--- src/rtl/life_engine_rowpar.sv ---
// life_engine_rowpar
//   Game-of-Life engine holding a WIDTH x HEIGHT board as row words. A STEP
//   computes one complete next row per clock into a shadow board, waits for
//   the display to permit a commit, then copies the shadow board over the
//   visible one a row per clock. The birth/survive rule and the edge handling
//   (torus or dead border) are programmable per operation.
//
// Ports
//   clk, reset        clock, asynchronous active-high reset
//   cmd_valid/ready   command handshake; ready only while idle
//   cmd_op            0=STEP 1=RANDOMIZE 2=CLEAR 3=LOAD_ROW
//   cmd_row/cmd_data  target row and contents for LOAD_ROW
//   run               enables the free-running auto-step timer
//   commit_ok         permits copying the new generation (tie to vblank)
//   wrap              1=torus, 0=cells outside the board are dead
//   rule_birth        bit n: dead cell with n neighbours becomes alive
//   rule_survive      bit n: live cell with n neighbours stays alive
//   rd_row/rd_data    combinational read of the visible board
//   busy, done        engine not idle / one-cycle completion pulse
//   gen_count         generations since last RANDOMIZE/CLEAR
//   population        live cells after last STEP/RANDOMIZE/CLEAR
module life_engine_rowpar #(
    parameter int LOG_W    = 5,
    parameter int LOG_H    = 4,
    parameter int INTERVAL = 2400000
) (
    input  logic                     clk,
    input  logic                     reset,
    input  logic                     cmd_valid,
    output logic                     cmd_ready,
    input  logic [1:0]               cmd_op,
    input  logic [LOG_H-1:0]         cmd_row,
    input  logic [(1<<LOG_W)-1:0]    cmd_data,
    input  logic                     run,
    input  logic                     commit_ok,
    input  logic                     wrap,
    input  logic [8:0]               rule_birth,
    input  logic [8:0]               rule_survive,
    input  logic [LOG_H-1:0]         rd_row,
    output logic [(1<<LOG_W)-1:0]    rd_data,
    output logic                     busy,
    output logic                     done,
    output logic [15:0]              gen_count,
    output logic [LOG_W+LOG_H:0]     population
);
    localparam int WIDTH  = 1 << LOG_W;
    localparam int HEIGHT = 1 << LOG_H;
    localparam int CNT_W  = LOG_W + LOG_H;
    localparam int POP_W  = CNT_W + 1;
    localparam int TMR_W  = $clog2(INTERVAL);

    localparam logic [1:0] OP_STEP  = 2'd0;
    localparam logic [1:0] OP_RAND  = 2'd1;
    localparam logic [1:0] OP_CLEAR = 2'd2;
    localparam logic [1:0] OP_LOAD  = 2'd3;

    typedef enum logic [2:0] {
        S_IDLE, S_UPDATE, S_WAIT_COMMIT, S_COPY, S_FILL, S_CLEAR, S_LOAD
    } state_t;

    state_t             state, state_nx;
    logic [CNT_W-1:0]   cnt;
    logic [LOG_H-1:0]   row;
    logic [TMR_W-1:0]   timer;
    logic [15:0]        lfsr;
    logic [POP_W-1:0]   pop_acc;
    logic               start, tick, row_last, fill_last;

    logic               wrap_l;
    logic [8:0]         birth_l, surv_l;
    logic [LOG_H-1:0]   load_row;
    logic [WIDTH-1:0]   load_data;

    logic [WIDTH-1:0]   cur [HEIGHT];
    logic [WIDTH-1:0]   nxt [HEIGHT];

    logic [WIDTH-1:0]   up_w, md_w, dn_w, new_row;
    logic [WIDTH+1:0]   up_x, md_x, dn_x;
    logic [LOG_W:0]     row_pop;
    logic [3:0]         n;

    // Neighbour count of one cell from the three cells above, the three
    // below and the two horizontal neighbours.
    function automatic logic [3:0] nbr_count(input logic [2:0] above,
                                             input logic [2:0] below,
                                             input logic       left,
                                             input logic       right);
        return 4'(above[0]) + 4'(above[1]) + 4'(above[2]) +
               4'(below[0]) + 4'(below[1]) + 4'(below[2]) +
               4'(left) + 4'(right);
    endfunction

    // Row-sequential operations use the low bits of the counter as row index;
    // FILL uses the whole counter as a row-major cell index.
    assign row       = cnt[LOG_H-1:0];
    assign row_last  = (row == LOG_H'(HEIGHT - 1));
    assign fill_last = (cnt == {CNT_W{1'b1}});
    assign rd_data   = cur[rd_row];

    // A command always beats a simultaneous timer expiry.
    assign tick  = (state == S_IDLE) && run && !cmd_valid &&
                   (timer == TMR_W'(INTERVAL - 1));
    assign start = (state == S_IDLE) && (cmd_valid || tick);

    always_comb begin
        state_nx  = state;
        cmd_ready = 1'b0;
        busy      = 1'b1;
        case (state)
            S_IDLE: begin
                cmd_ready = 1'b1;
                busy      = 1'b0;
                if (cmd_valid) begin
                    case (cmd_op)
                        OP_STEP:  state_nx = S_UPDATE;
                        OP_RAND:  state_nx = S_FILL;
                        OP_CLEAR: state_nx = S_CLEAR;
                        OP_LOAD:  state_nx = S_LOAD;
                        default:  state_nx = S_IDLE;
                    endcase
                end else if (tick) begin
                    state_nx = S_UPDATE;
                end
            end
            S_UPDATE:      if (row_last)  state_nx = S_WAIT_COMMIT;
            S_WAIT_COMMIT: if (commit_ok) state_nx = S_COPY;
            S_COPY:        if (row_last)  state_nx = S_IDLE;
            S_FILL:        if (fill_last) state_nx = S_IDLE;
            S_CLEAR:       if (row_last)  state_nx = S_IDLE;
            S_LOAD:                       state_nx = S_IDLE;
            default:                      state_nx = S_IDLE;
        endcase
    end

    // Next-row computation. Each source row is padded with one column on
    // either side: the wrapped-around cell in torus mode, a dead cell otherwise.
    always_comb begin
        up_w    = (!wrap_l && row == '0) ? '0 : cur[row - LOG_H'(1)];
        md_w    = cur[row];
        dn_w    = (!wrap_l && row_last) ? '0 : cur[row + LOG_H'(1)];
        up_x    = {wrap_l & up_w[0], up_w, wrap_l & up_w[WIDTH-1]};
        md_x    = {wrap_l & md_w[0], md_w, wrap_l & md_w[WIDTH-1]};
        dn_x    = {wrap_l & dn_w[0], dn_w, wrap_l & dn_w[WIDTH-1]};
        new_row = '0;
        row_pop = '0;
        n       = '0;
        for (int x = 0; x < WIDTH; x++) begin
            n          = nbr_count(up_x[x +: 3], dn_x[x +: 3], md_x[x], md_x[x+2]);
            new_row[x] = md_w[x] ? surv_l[n] : birth_l[n];
            row_pop    = row_pop + {{LOG_W{1'b0}}, new_row[x]};
        end
    end

    always_ff @(posedge clk or posedge reset) begin
        if (reset) begin
            state      <= S_FILL;
            cnt        <= '0;
            timer      <= '0;
            lfsr       <= 16'hACE1;
            pop_acc    <= '0;
            done       <= 1'b0;
            gen_count  <= '0;
            population <= '0;
        end else begin
            state <= state_nx;
            lfsr  <= {lfsr[14:0], lfsr[15] ^ lfsr[13] ^ lfsr[12] ^ lfsr[10]};
            cnt   <= (state_nx != state) ? '0 : cnt + CNT_W'(1);
            timer <= (state == S_IDLE && run && !start) ? timer + TMR_W'(1) : '0;
            done  <= (state != S_IDLE) && (state_nx == S_IDLE);

            if (start)
                pop_acc <= '0;
            else if (state == S_UPDATE)
                pop_acc <= pop_acc + {{LOG_H{1'b0}}, row_pop};
            else if (state == S_FILL)
                pop_acc <= pop_acc + {{CNT_W{1'b0}}, lfsr[0]};

            if (state == S_COPY && row_last) begin
                gen_count  <= gen_count + 16'd1;
                population <= pop_acc;
            end
            if (state == S_FILL && fill_last) begin
                gen_count  <= '0;
                population <= pop_acc + {{CNT_W{1'b0}}, lfsr[0]};
            end
            if (state == S_CLEAR && row_last) begin
                gen_count  <= '0;
                population <= '0;
            end
        end
    end

    // Board storage and per-operation latches; contents are not reset.
    always_ff @(posedge clk) begin
        if (start) begin
            wrap_l    <= wrap;
            birth_l   <= rule_birth;
            surv_l    <= rule_survive;
            load_row  <= cmd_row;
            load_data <= cmd_data;
        end
        case (state)
            S_UPDATE: nxt[row] <= new_row;
            S_COPY:   cur[row] <= nxt[row];
            S_FILL:   cur[cnt[CNT_W-1:LOG_W]][cnt[LOG_W-1:0]] <= lfsr[0];
            S_CLEAR:  cur[row] <= '0;
            S_LOAD:   cur[load_row] <= load_data;
            default:  ;
        endcase
    end

endmodule
--- config.mk ---
export PLATFORM = sky130hd
export DESIGN_NAME = life_engine_rowpar
export DESIGN_NICKNAME = d
export VERILOG_FILES = /design/src/rtl/life_engine_rowpar.sv
export SDC_FILE = /design/constraint.sdc
export NUM_CORES = 2
export LEC_CHECK = 0
export BUFFER_PORTS_ARGS = -buffer_cell sky130_fd_sc_hd__buf_4
export CAP_MARGIN = 10
export CORE_ASPECT_RATIO = 0.8
export CORE_MARGIN = 5
export CORE_UTILIZATION = 50
export DETAILED_ROUTE_END_ITERATION = 8
export MAX_ROUTING_LAYER = met4
export PLACE_DENSITY = 0.63
export SLEW_MARGIN = 30
export SYNTH_ARGS = -nofsm -noshare
export SYNTH_HDL_FRONTEND = slang
export SYNTH_SLANG_ARGS = --single-unit
--- constraint.sdc ---
create_clock -name clk -period 31.2 [get_ports clk]
set_clock_uncertainty 0.2 [all_clocks]
set_input_delay 4.68 -clock clk [delete_from_list [all_inputs] [get_ports clk]]
set_output_delay 4.68 -clock clk [all_outputs]
set_load 0.05 [all_outputs]
==> flow_metrics.py <==
metrics = {
    "logic_synthesis": {
        "synth_compound_area_share_pct": 3.816,
        "synth_top_area_share_pct": 44.55,
        "yosys_warnings": 0,
        "ys_seq_area_share_pct": 47.56,
        "synth_cell_types": 84,
        "synth_common_cells": "edfxtp_1, mux4_2, nor2_1",
        "synthAdderAreaFrac_pct": 6.321,
        "synthCells": 4876,
        "synth_ff_type": "edfxtp_1",
        "synth-edff-count": 1079,
        "avgSynthCellArea_um2": 14.92,
        "post-synth-top-count-cell": "edfxtp_1",
        "synth_top_family_by_area": "multiplexers",
        "synth-async-reset-ratio_pct": 7.461,
        "synth_mux_area_share_pct": 27.93,
        "synth_area_um2": 72730,
        "synth_xor_area_share_pct": 1.048,
        "synth-simple-area-share_pct": 8.975,
        "synth.ff_latch_count": 1166,
        "ys_top_cells_by_area": "edfxtp_1, mux4_2, fa_1",
        "yosys.area.top_type": "edfxtp_1",
        "syn_nets": 5217,
    },
    "clocking": {
        "cts_sinks": 1166,
        "cts_resized": 0,
        "cts_tree": "yes",
        "cts_setup_buffers": 0,
        "clk_pin_slew_worst_paths_ns": 0.07,
        "cts_hold_buf": 0,
        "htree_levels": 4,
        "cts_buffers": 130,
        "clk_path_buf_depth": 3,
        "clk_latency_ns": 0.80,
        "cts_root_buf": "clkbuf_16",
    },
    "detailed_routing": {
        "detail_route.iter0.violations": 6177,
        "avgViaCountPerCell": 6.923,
        "dr.pass1.iters": 6,
        "wl_per_cell_um": 33.08,
        "drc": 0,
        "vias": 47640,
        "routed_wl_um": 227600,
        "antenna_left": 0,
    },
    "critical_path": {
        "worstPathArrival_ns": 13.62,
        "crit_required_ns": 31.66,
        "cp-startpoint": "cnt[0]$_DFF_PP0_",
        "critPathKind": "flop to flop",
        "worst-path-buf-inv": 8,
        "rr_endpoint": "pop_acc[8]$_DFFE_PP0P_",
        "cp_slowest_cell": "dfrtp_4",
        "crit_end": "pop_acc[8]$_DFFE_PP0P_",
        "ff2ff_path_depth": 35,
        "startpoint_type": "flop",
        "crit_family": "adder cells",
        "r2r-start": "cnt[0]$_DFF_PP0_",
        "reg2reg_slack_ns": 18.04,
        "cp_common_cell": "fa_1",
        "setup.worst_path.end_class": "flop",
        "slowest_delay_ns": 0.87,
        "cp_max_fo": 50,
        "path_depth": 35,
    },
    "grt": {
        "grt_util_met2_pct": 46.09,
        "grt_max_degree": 120,
        "grt_pass1_vias": 47400,
        "met3_usage_pct": 8.555,
        "track_usage_pct": 30.76,
        "grt_first_pass_wirelength_um": 331800,
        "busiest_layer": "met2",
        "grt_antenna_before_repair": 3,
        "grtUsageMet1_pct": 40.85,
        "overflow": 0,
    },
    "hold_path": {
        "hold_path_class": "flop to flop",
    },
    "layout": {
        "nFillCells": 11600,
        "synthToLayoutAreaGrowth_pct": 9.558,
        "final_layout_size_suffix_gt1_share_pct": 33.17,
        "fin_nets": 5222,
        "layout.cells.non_filler": 6882,
        "fin_area_um2": 79680,
    },
    "die": {
        "io_pins": 127,
        "rows": 125,
        "core_um2": 144800,
        "dieWidth_um": 436.4,
        "die-area_um2": 153200,
        "start_util_pct": 50.22,
        "die_h_um": 351.1,
    },
    "sta": {
        "slew_headroom_pct": 29.83,
        "hold_viol": 0,
        "tns_ns": 0,
        "rsz0062_at_grt": "false",
        "hold_ws_ns": 0.1508,
        "worstMarginPinSlew_ns": 1.053,
        "slew_viol_final": 0,
        "max_freq_mhz": 75.98,
        "period_minus_slack_ns": 13.16,
        "fin_crit_sh_pct": 42.18,
        "setup_violations": 0,
    },
    "placement": {
        "place.gp.congestion": 0.8906,
        "place_inst": 6653,
        "post_dp_cell_area_um2": 75530,
        "io_buffers": 126,
        "dp_hpwl_um": 135600,
    },
    "run": {
        "cap_viol_max_count": 0,
    },
    "status": {
        "status": "finished clean",
    },
}
## through the flow
step / setup slack, ns / util (%)
floorplan: 19.67 / -
global placement: 18.18 / 52.08
detailed placement: 18.06 / 52.15
CTS: 18.02 / 54.96
global route: 17.38 / 55.02
finish: 18.04 / 55.02
## cell type report
cell class	count	area [um^2]	area share, %
inverter	217	815.8	1.024
multi-input combinational	3066	35450	44.49
clock inverter	62	649.4	0.8150
timing repair buffer	300	2352	2.952
antenna	2	5.005	0.006281
tap	1905	2384	2.991
sequential	1166	34600	43.42
clock buffer	164	3423	4.296
## routing by layer
metal | wire, um | vias to the layer above
met2 | 105000 | 3071
met1 | 85980 | 24890
li1 | - | 19140
met5 | 0 | -
met4 | 8621 | 0
met3 | 28030 | 539
## flip-flops by register name (all words and copies together), names as in the netlist, 10 cells and up
name,cells
cur,512
gen_count,16
lfsr,16
load_data,32
nxt,512
pop_acc,10
population,10
timer,22
## worst register-to-register path, delay by kind of cell, from the launching register on
kind                     cells  cell delay (ns)
multiplexers                 3             1.13
adder cells (fa/ha/maj)     13             6.05
AND/OR/NAND/NOR              4             0.50
AO/OA/AOI/OAI                7             1.47
flip-flops                   1             0.87
buffers and inverters        8             2.80
## layout by cell type, fill, tap and decap left out, types with 62 or more instances in the layout
master and count:
fa_1 154, a21oi_1 62, mux2i_1 188, nor2_1 405
nand2_1 284, nand3_1 147, clkbuf_16 132, o21ai_0 65
a22oi_1 78, inv_1 216, edfxtp_1 1079, nor2_2 192
ha_1 120, and3_1 67, dfrtp_1 75, mux4_2 804
buf_4 285
## cell families (layout without fill, tap and decap cells)
| kind of cell | count (synthesis) | after routing |
|---|---|---|
| XOR/XNOR | 87 | 87 |
| adder cells (fa/ha/maj) | 275 | 275 |
| other | 0 | 2 |
| buffers and inverters | 644 | 743 |
| AO/OA/AOI/OAI | 391 | 391 |
| flip-flops | 1166 | 1166 |
| AND/OR/NAND/NOR | 1292 | 1292 |
| multiplexers | 1021 | 1021 |
## worst min-delay path by stage
stage	cells past startpoint	from	endpoint	slack [ns]
after floorplan	0	lfsr[1]$_DFF_PP0_	lfsr[2]$_DFF_PP0_	0.13
after global placement	0	lfsr[8]$_DFF_PP0_	lfsr[9]$_DFF_PP0_	0.14
after detailed placement	0	lfsr[4]$_DFF_PP0_	lfsr[5]$_DFF_PP1_	0.14
after CTS	0	lfsr[6]$_DFF_PP1_	lfsr[7]$_DFF_PP1_	0.15
after global routing	0	lfsr[6]$_DFF_PP1_	lfsr[7]$_DFF_PP1_	0.15
final	0	lfsr[9]$_DFF_PP0_	lfsr[10]$_DFF_PP1_	0.15
Power is left out: the tool's default activity adds up to more than one toggle a clock period on the data nets, which glitch-free logic cannot reach.
